===== src/rtl/decoder_arbiter.sv =====
// rtl/decoder_arbiter.sv - round-robin arbiter owning a shared 3-to-8 decoder
//
// Eight requesters compete for one decoder. The winner's index drives the
// select lines {A,B,C}; en and the one-hot gnt are held for the whole grant.
// Every grant is followed by a RELEASE cycle and then a fresh IDLE
// arbitration, so two consecutive grants are always separated by two
// cycles with en low. The search pointer moves to winner+1 on each release.
//
// Build option: define ARB_TIMEOUT_EN to add the forced-release counter.
// Without it, the timeout port is tied low and no counter exists.
//
// Ports:
//   clk      clock, rising edge
//   rst_n    asynchronous active-low reset
//   req[7:0] request vector, bit i = requester i
//   done     release strobe from the current owner (used only in GRANT)
//   en       decoder enable, high while a grant is held
//   A,B,C    decoder select sel[2], sel[1], sel[0]
//   gnt[7:0] one-hot grant, gnt[{A,B,C}] = en
//   busy     state is not IDLE
//   timeout  one-cycle pulse on a forced release
module decoder_arbiter #(
   parameter int TIMEOUT = 16
) (
   input  logic       clk,
   input  logic       rst_n,
   input  logic [7:0] req,
   input  logic       done,
   output logic       en,
   output logic       A,
   output logic       B,
   output logic       C,
   output logic [7:0] gnt,
   output logic       busy,
   output logic       timeout
);

   if (TIMEOUT < 2 || TIMEOUT > 255) begin : g_bad_timeout
      $error("decoder_arbiter: TIMEOUT must be in 2..255");
   end

   typedef enum logic [1:0] {IDLE, GRANT, RELEASE} state_t;

   state_t     state, state_nx;
   logic [2:0] sel, sel_nx;
   logic [2:0] ptr, ptr_nx;
   logic       en_nx;
   logic [7:0] gnt_nx;
   logic [2:0] winner;
   logic [2:0] idx;
   logic       found;
   logic       release_now;

`ifdef ARB_TIMEOUT_EN
   logic [7:0] tcnt;
   logic       timeout_nx;
   logic       timeout_q;
`endif

   // Scan offsets from the top down so the smallest offset from ptr
   // (the first set bit going upward with wrap) is the last to win.
   always_comb begin
      winner = ptr;
      found  = 1'b0;
      idx    = ptr;
      for (int i = 7; i >= 0; i--) begin
         idx = ptr + 3'(i);
         if (req[idx]) begin
            winner = idx;
            found  = 1'b1;
         end
      end
   end

   always_comb begin
      state_nx    = state;
      sel_nx      = sel;
      en_nx       = en;
      gnt_nx      = gnt;
      ptr_nx      = ptr;
      release_now = 1'b0;
`ifdef ARB_TIMEOUT_EN
      timeout_nx  = 1'b0;
`endif
      case (state)
         IDLE: begin
            if (found) begin
               state_nx = GRANT;
               sel_nx   = winner;
               en_nx    = 1'b1;
               gnt_nx   = 8'd1 << winner;
            end
         end
         GRANT: begin
            // Only the owner's own request bit matters here.
            release_now = done || !req[sel];
`ifdef ARB_TIMEOUT_EN
            // Pulses even when done arrives on the same edge.
            if (tcnt == 8'(TIMEOUT - 1)) begin
               release_now = 1'b1;
               timeout_nx  = 1'b1;
            end
`endif
            if (release_now) begin
               state_nx = RELEASE;
               en_nx    = 1'b0;
               gnt_nx   = 8'd0;
            end
         end
         RELEASE: begin
            state_nx = IDLE;
            ptr_nx   = sel + 3'd1;
         end
         default: state_nx = IDLE;
      endcase
   end

   always_ff @(posedge clk or negedge rst_n) begin
      if (!rst_n) begin
         state <= IDLE;
         sel   <= 3'd0;
         ptr   <= 3'd0;
         en    <= 1'b0;
         gnt   <= 8'd0;
         busy  <= 1'b0;
      end else begin
         state <= state_nx;
         sel   <= sel_nx;
         ptr   <= ptr_nx;
         en    <= en_nx;
         gnt   <= gnt_nx;
         busy  <= (state_nx != IDLE);
      end
   end

`ifdef ARB_TIMEOUT_EN
   // Counter is zero on the first GRANT cycle and counts GRANT cycles.
   always_ff @(posedge clk or negedge rst_n) begin
      if (!rst_n) begin
         tcnt      <= 8'd0;
         timeout_q <= 1'b0;
      end else begin
         tcnt      <= (state == GRANT && state_nx == GRANT) ? tcnt + 8'd1 : 8'd0;
         timeout_q <= timeout_nx;
      end
   end

   assign timeout = timeout_q;
`else
   assign timeout = 1'b0;
`endif

   assign A = sel[2];
   assign B = sel[1];
   assign C = sel[0];

endmodule

===== config.mk =====
export PLATFORM = sky130hd
export DESIGN_NAME = decoder_arbiter
export DESIGN_NICKNAME = d
export VERILOG_FILES = /design/src/rtl/decoder_arbiter.sv
export SDC_FILE = /design/constraint.sdc
export NUM_CORES = 1
export LEC_CHECK = 0
export ABC_AREA = 0
export CAP_MARGIN = 10
export CORE_MARGIN = 1.5
export CORE_UTILIZATION = 59
export DETAILED_ROUTE_END_ITERATION = 6
export GPL_TIMING_DRIVEN = 0
export PLACE_DENSITY = 0.85
export SETUP_SLACK_MARGIN = 0.3
export SLEW_MARGIN = 10
export SYNTH_ARGS = -nofsm -noshare
export SYNTH_HDL_FRONTEND = slang
export SYNTH_SLANG_ARGS = --single-unit
export TNS_END_PERCENT = 100

===== constraint.sdc =====
create_clock -name clk -period 5.4 [get_ports clk]
set_input_delay 1.08 -clock clk [delete_from_list [all_inputs] [get_ports clk]]
set_output_delay 1.08 -clock clk [all_outputs]
set_load 0.005 [all_outputs]

# After elaboration in Yosys (flattened, before gate mapping)

Cells that the tools add are included.

$add $sub $neg: 8
Magnitude comparators: 9
Equality and inequality tests: 4
Shifts and indexed selects: 1
Muxes and demuxes: 43
Reductions and logical operators: 7

Operator list:

| operator            | number |
|---|---|
| $lt 3x4->1 const B  | 9 |
| $bmux 1 s3          | 9 |
| $mux 3              | 8 |
| $mux 1              | 19 |
| $mux 8              | 2 |
| $pmux 8 s2          | 1 |
| $add 3x3->3 const B | 4 |
| $shl 1x3->8 const A | 1 |
| $add 3x1->3 const B | 2 |
| $add 3x2->3 const B | 2 |
| $mux 2              | 2 |
| $ne 2x2->1 const B  | 2 |
| $pmux 2 s2          | 1 |
| $reduce_bool 2->1   | 2 |
| $reduce_and 3->1    | 1 |
| $eq 2x1->1 const B  | 1 |
| $eq 2x2->1 const B  | 1 |
| $logic_not 2->1     | 1 |
| $pmux 1 s2          | 1 |
| $reduce_and 2->1    | 1 |
| $logic_not 1->1     | 1 |
| $logic_or 1x1->1    | 1 |

Register bits after elaboration: 18
Input bits: 11
Output and inout bits: 14
Logic and storage cells: 78

# Logic depth before layout (Yosys ltp)

Gate-level depths: netlist (run 1).

Depth after elaboration: 14
Gate-level depth with buffers: 13
Mapped depth without buffers: 8

# Worst setup path after synthesis (run 1)

Ideal clock, no wire load.

Path kind: register -> register
Start: register ptr[1]
End: register gnt[0]
Setup time: 0.095 ns
Arrival: 2.937 ns
Data required time: 5.305 ns
Path slack: 2.367 ns
Stages on the path, launching flop included: 14
Path buffers: 5
Period minus slack after synthesis: 3.033 ns
Cells stage by stage: dfrtp_1 > buf_4 > buf_2 > inv_1 > ha_1 > buf_2 > mux4_2 > mux2_1 > o32ai_1 > a311o_1 > buf_4 > buf_4 > nand3_1 > o31ai_1

Longest elaborated chain between the ends: 14
Elaborated cells on any way between the ends: 44
Those cells by class: add/sub (7); eq/ne (1); shift (1); mux (34); reduce/logical (1)

RTL lines:

| element                      | line | text |
|---|---|---|
| start: declaration           | 46   | `logic [2:0] ptr, ptr_nx;` |
| start signal: assignment     | 129  | `ptr <= ptr_nx;` |
| $add 3x3->3                  | 67   | `idx = ptr + 3'(i);` |
| $bmux 1 s3                   | 68   | `if (req[idx]) begin` |
| $mux 1 (not written as such) | 68   |  |
| $mux 3 (8 in a row)          | 68   |  |
| $shl 1x3->8                  | 91   | `gnt_nx = 8'd1 << winner;` |
| $mux 8                       | 87   | `if (found) begin` |
| $pmux 8 s2                   | 85   | `case (state)` |
| end signal: assignment       | 131  | `gnt <= gnt_nx;` |
| end: declaration             | 33   | `output logic [7:0] gnt,` |

Several ways; a longest one is shown, not always the timed one. The select of a mux whose other input is x is not followed.
A chain may end at the register's enable or synchronous reset.

# Final worst setup path (run 1)

Start: register ptr[1]
End: register gnt[2]

Same word-level chain as after synthesis.

==> results.json, run 1 <==
{
  "hold_viol": 0,
  "synth_area_mm2": 0.001789,
  "htreeDepth": 1,
  "cts-hold-fix-buffers": 0,
  "max_slew.worst_pin.slew_ns": 0.7898,
  "drtIter0Drc": 105,
  "min_period_over_period_pct": 67.28,
  "synth-edff-count": 0,
  "synth_common_cells": "dfrtp_1, mux4_2, nand2_1, mux2i_1, nand3_1",
  "vias": 1606,
  "worstSetupEndpointType": "flop",
  "p_int_w": 0.0007868,
  "max-vdd-ir-drop_uv": 510.7,
  "comb_power_share_pct": 79.5,
  "clkPwrFrac_pct": 5.5,
  "p_seq_share_pct": 15.0,
  "async_reset_ff_share_pct": 100.0,
  "synth_flop_cell": "dfrtp_1",
  "synth_nets": 179,
  "dieArea_mm2": 0.003372,
  "hold_ws_ns": 0.4925,
  "cts_setup_buffers": 0,
  "cts_tree": "yes",
  "cts_buffers": 3,
  "cts-root-buf": "clkbuf_4",
  "grt_pass1_wl_um": 7914,
  "drv_cap": 0,
  "die_w_um": 58.07,
  "critical_path.max_fanout": 10,
  "dpl_worst_slack_ns": 1.618,
  "hold_class": "reg2reg",
  "rsz0062_at_grt": "no",
  "switching_share_pct": 49.59,
  "core_area_mm2": 0.002805,
  "n_antenna_cell": 0,
  "clk_path_buf_depth": 2,
  "slew_headroom_pct": 47.18,
  "final.setup.tns_ns": 0,
  "worstPathArrival_ns": 3.85,
  "finalCriticalPeriod_ns": 3.633,
  "criticalPathCategory": "reg2reg",
  "insertion_delay_ns": 0.30,
  "max_freq_mhz": 275.2,
  "synth_largest_area_cell": "dfrtp_1",
  "globalplace.congestion": 0.9128,
  "dr.pass1.iters": 7,
  "synth_area_leaders": "dfrtp_1, mux4_2, mux4_1, mux2i_1, o31ai_1",
  "die_h_um": 58.07,
  "wl_um": 4585,
  "synth_area_per_cell_um2": 10.84,
  "viasPerCell": 7.202,
  "worstPathRequired_ns": 5.61,
  "grt_start_max_net_pins": 19,
  "io_buffers": 23,
  "status": "complete, no violations",
  "rows": 19,
  "fin_nets": 207,
  "final_util_pct": 74.67,
  "clkTransAtPathRegs_ns": 0.10,
  "dp.final_hpwl_um": 3410,
  "slew_viol_final": 0,
  "fillCellCount": 201,
  "syn_to_final_growth_pct": 17.06,
  "ys_warn_count": 0,
  "ys_types": 56,
  "post_cts_resized": 0,
  "synthCells": 165,
  "cts.sink_count": 18,
  "grt_pass1_vias": 1580,
  "grt_usage_pct": 30.40,
  "cp-start-kind": "flop",
  "powerDensity_mw_per_mm2": 745.2,
  "synth_top_area_share_pct": 25.17,
  "ys_seq_area_share_pct": 25.17,
  "yosysMostFrequentCell": "dfrtp_1",
  "routedWlPerCell_um": 20.56,
  "antenna_found_initial": 0,
  "grt-ovfl-total": 0,
  "setup_violations": 0,
  "fin_ws_ns": 1.767,
  "ys_ff_latch": 18,
  "drive_gt1_share_pct": 18.75,
  "drc": 0,
  "num_io_pins": 25,
  "p_leak_nw": 0.8408,
  "fin_worst_skew_ns": 0.001534,
  "power.switching_w": 0.0007740,
  "ant_nets": 0,
  "start_util_pct": 63.78
}
stage by stage:
step,total power [W],cells,instance area [um2]
after global placement,0.001386,219,2058
after detailed placement,0.001446,219,2058
after floorplan,0.001145,165,1789
after CTS,0.001539,223,2095
final,0.001561,223,2095
after global routing,0.001680,223,2095
power by group through the flow:
stage	Sequential, W	Combinational [W]	Clock, W
global route	0.000240	0.00135	0.0000902
finish	0.000234	0.00124	0.0000861
global placement	0.000233	0.00115	0
floorplan	0.000231	0.000914	0
CTS	0.000233	0.00122	0.0000859
detailed placement	0.000236	0.00121	0
cells in the final DEF, fill, tap and decap left out, types with 4 or more instances in the layout:
cell type         n
clkdlybuf4s50_1  23
dfrtp_1          18
mux4_2           14
nand2_1          14
mux2i_1          10
nand3_1          10
o31ai_1           8
inv_1             7
buf_2             4
buf_4             4
mux4_1            4
nor2_1            4
a21oi_1           4
cell families (layout without fill, tap and decap cells):
group,Yosys count,in the layout,share of synthesized area (%)
compound gates,39,39,16.36
simple gates,45,45,13.15
mux,36,36,35.10
other cells,1,1,0.2096
buf+inv,19,46,5.525
fa+ha+maj,3,3,2.098
flops,18,18,25.17
xor+xnor,4,4,2.378
critical path, cell delays in order (launching register included):
cell and delay [ns]:
dfrtp_1 0.44, buf_4 0.24, buf_2 0.26, inv_1 0.19, ha_1 0.35, buf_2 0.23, mux4_2 0.43, mux2_1 0.33
o32ai_1 0.29, a311o_1 0.23, buf_4 0.18, buf_4 0.19, nand3_1 0.09, o31ai_1 0.10
layout make-up:
cell class	count	area, um2	area share (%)
plain buffers	11	68.82	3.286
well taps	31	38.79	1.852
flip-flops and latches	18	450.4	21.51
inverters	8	30.03	1.434
repair buffers	23	230.2	10.99
clock buffers	4	36.28	1.732
multi-input cells	128	1240	59.20
flip-flops by register name, indices dropped and copies added (netlist names):
| name | count |
|---|---|
| ptr | 3 |
| busy | 1 |
| gnt | 8 |
| state | 2 |
| sel | 3 |
| en | 1 |
metal layers:
| layer | share of wire (%) | GRT usage (%) |
|---|---|---|
| met5 | 0 | 0 |
| met4 | 1.2 | 4.983 |
| met3 | 7.8 | 4.464 |
| met2 | 50 | 48.38 |
| met1 | 41 | 45.35 |
path summary, 6_finish.rpt:
| kind | startpoint | end | slack [ns] | depth (start not counted) |
|---|---|---|---|---|
| setup / recovery | ptr[1]$_DFFE_PN0N_ | gnt[2]$_DFFE_PN0P_ | 1.77 | 13 |
| hold / removal | en$_DFFE_PN0P_ | en$_DFFE_PN0P_ | 0.49 | 2 |
| setup reg to reg | ptr[1]$_DFFE_PN0N_ | gnt[2]$_DFFE_PN0P_ | 1.77 | 13 |
| hold reg to reg | en$_DFFE_PN0P_ | en$_DFFE_PN0P_ | 0.49 | 2 |
| max in group asynchronous | rst_n | sel[0]$_DFFE_PN0P_ | 3.69 | 1 |
| min in group asynchronous | rst_n | gnt[6]$_DFFE_PN0P_ | 1.22 | 1 |
No activity file was read; power rests on OpenSTA's default activity.
==> run 2: changes to the inputs <==
- CORE_UTILIZATION: 59 -> 55
- PLACE_DENSITY: 0.85 -> 0.8
- clock period: 5.4 -> 3.44 ns (I/O delays scaled with it)
==> results.json, run 2 (synthesis gave the netlist of run 1 again) <==
{
  "setup_violations": 0,
  "cpMostUsedCell": "buf_6",
  "dp.final_hpwl_um": 3384,
  "reg2reg_slack_ns": 0.38,
  "drive_gt1_share_pct": 28.43,
  "viasPerCell": 6.669,
  "hp-start": "gnt[0]$_DFFE_PN0P_",
  "top_register": "gnt",
  "start_util_pct": 58.13,
  "htreeDepth": 1,
  "reg_top3": "gnt (8), ptr (3), sel (3)",
  "dr.pass1.iters": 6,
  "rows": 20,
  "hold_viol": 0,
  "n_antenna_cell": 0,
  "grt_usage_pct": 28.56,
  "cts.sink_count": 18,
  "antenna_found_initial": 0,
  "fin_nets": 219,
  "slew_headroom_pct": 48.85,
  "critical_path.max_fanout": 10,
  "worstPathRequired_ns": 3.69,
  "largest_register_ffs": 8,
  "min_period_over_period_pct": 89.03,
  "cts_buffers": 3,
  "mostFrequentLayoutCells": "clkdlybuf4s50_1, dfrtp_1, mux4_2, nand2_1, buf_4",
  "finalNonFillerCells": 248,
  "place_inst": 232,
  "rsz0062_at_grt": "no",
  "finalCriticalPeriod_ns": 3.063,
  "reg2reg_depth": 12,
  "die_w_um": 60.04,
  "max_slew.worst_pin.slew_ns": 0.7649,
  "crit_slowest_cell": "or4_1",
  "cp-start-kind": "flop",
  "drv_cap": 0,
  "criticalPathCategory": "reg2reg",
  "num_io_pins": 25,
  "hold_class": "reg2reg",
  "hold_ws_ns": 0.5198,
  "globalplace.congestion": 0.8678,
  "die_h_um": 60.04,
  "grt-ovfl-total": 0,
  "layout_commonest_cell": "clkdlybuf4s50_1",
  "worstPathArrival_ns": 3.31,
  "cts-root-buf": "clkbuf_4",
  "routedWlPerCell_um": 19.61,
  "hold_path_end": "gnt[0]$_DFFE_PN0P_",
  "cpPeakStageDelay_ns": 0.54,
  "r2r-start": "ptr[0]$_DFFE_PN0N_",
  "finish.instance_area_mm2": 0.002295,
  "insertion_delay_ns": 0.31,
  "postPlaceCellArea_mm2": 0.002074,
  "fin_worst_skew_ns": 0.001905,
  "vias": 1654,
  "io_buffers": 23,
  "min_path_cells": 2,
  "drtIter0Drc": 114,
  "grt_pass1_wl_um": 7638,
  "grt_start_max_net_pins": 19,
  "clk_path_buf_depth": 2,
  "status": "complete, no violations",
  "grt_pass1_vias": 1592,
  "ant_nets": 0,
  "cts-hold-fix-buffers": 0,
  "max_freq_mhz": 326.5,
  "worstSetupEndpointType": "flop",
  "dieArea_mm2": 0.003604,
  "cts_tree": "yes",
  "slew_viol_final": 0,
  "r2r_end": "sel[2]$_DFFE_PN0P_",
  "clkTransAtPathRegs_ns": 0.11,
  "worstPathCellList": "buf_6 > buf_8 > clkinvlp_4 > ha_4 > buf_6 > mux4_2 > or4_1 > nor2_1 > a311o_1 > buf_6 > nand3b_2 > a21boi_2",
  "core_area_mm2": 0.003078,
  "drc": 0,
  "fillCellCount": 211,
  "wl_um": 4863,
  "syn_to_final_growth_pct": 28.25
}
-- run 2: cell types whose count changed in the layout (fill, tap and decap cells not counted), moves of 2 or more --
| cell | delta |
|---|---|
| clkinvlp_4 | +2 |
| buf_4 | +9 |
| buf_6 | +5 |
| o31ai_1 | -2 |
| o31ai_2 | +2 |
| buf_2 | -3 |
| inv_1 | -2 |
-- run 2: metrics by stage --
stage | setup slack [ns] | setup TNS, ns | util, %
2_1_floorplan | 0.4072 | 0 | -
3_3_place_gp | -0.06255 | -0.3668 | 67.40
3_5_place_dp | -0.1854 | -1.662 | 67.40
4_1_cts | 0.3091 | 0 | 71.06
5_1_grt | 0.2684 | 0 | 74.55
6_report | 0.3774 | 0 | 74.55
-- run 2: layout make-up --
type | instances | area [um2] | area share, %
multi-input cells | 128 | 1292 | 56.33
plain buffers | 11 | 102.6 | 4.471
well taps | 44 | 55.05 | 2.399
inverters | 8 | 37.54 | 1.636
repair buffers | 35 | 320.3 | 13.96
clock buffers | 4 | 36.28 | 1.581
flip-flops and latches | 18 | 450.4 | 19.63
-- run 2: worst max path at each step --
stage                         end  slack (ns)               start
3_5_place_dp   gnt[6]$_DFFE_PN0P_       -0.19  ptr[1]$_DFFE_PN0N_
2_1_floorplan  gnt[0]$_DFFE_PN0P_        0.41  ptr[1]$_DFFE_PN0N_
5_1_grt        gnt[6]$_DFFE_PN0P_        0.27  ptr[0]$_DFFE_PN0N_
3_3_place_gp   gnt[1]$_DFFE_PN0P_       -0.06  ptr[1]$_DFFE_PN0N_
6_report       sel[2]$_DFFE_PN0P_        0.38  ptr[0]$_DFFE_PN0N_
4_1_cts        gnt[6]$_DFFE_PN0P_        0.31  ptr[1]$_DFFE_PN0N_
-- run 2: worst max-delay path: cells and delay by family (launching register included) --
family	cells	cell delay, ns
buffers and inverters	5	0.69
AO/OA/AOI/OAI	2	0.37
adder cells (fa/ha/maj)	1	0.29
flip-flops	1	0.40
multiplexers	1	0.38
AND/OR/NAND/NOR	3	0.85
-- run 2: repair_timing --
action                     in CTS  in global routing
resized for setup               9                 12
pin swaps                       0                  2
buffers inserted                5                  7
setup endpoints to repair      14                 14
-- run 2: layer usage --
layer  vias up  track usage [%]  share of wire [%]  routed length, um
li1        736                -                  -                  -
met1       793            40.48                 38               1840
met2       112            45.03                 49               2405
met3        13            5.628                9.8                479
met4         0            7.619                2.8                138
met5         -                0                  0                  0
Power of run 2 is not shown: default switching activity piles up to over one toggle a cycle in this logic, so the estimate is an artifact.
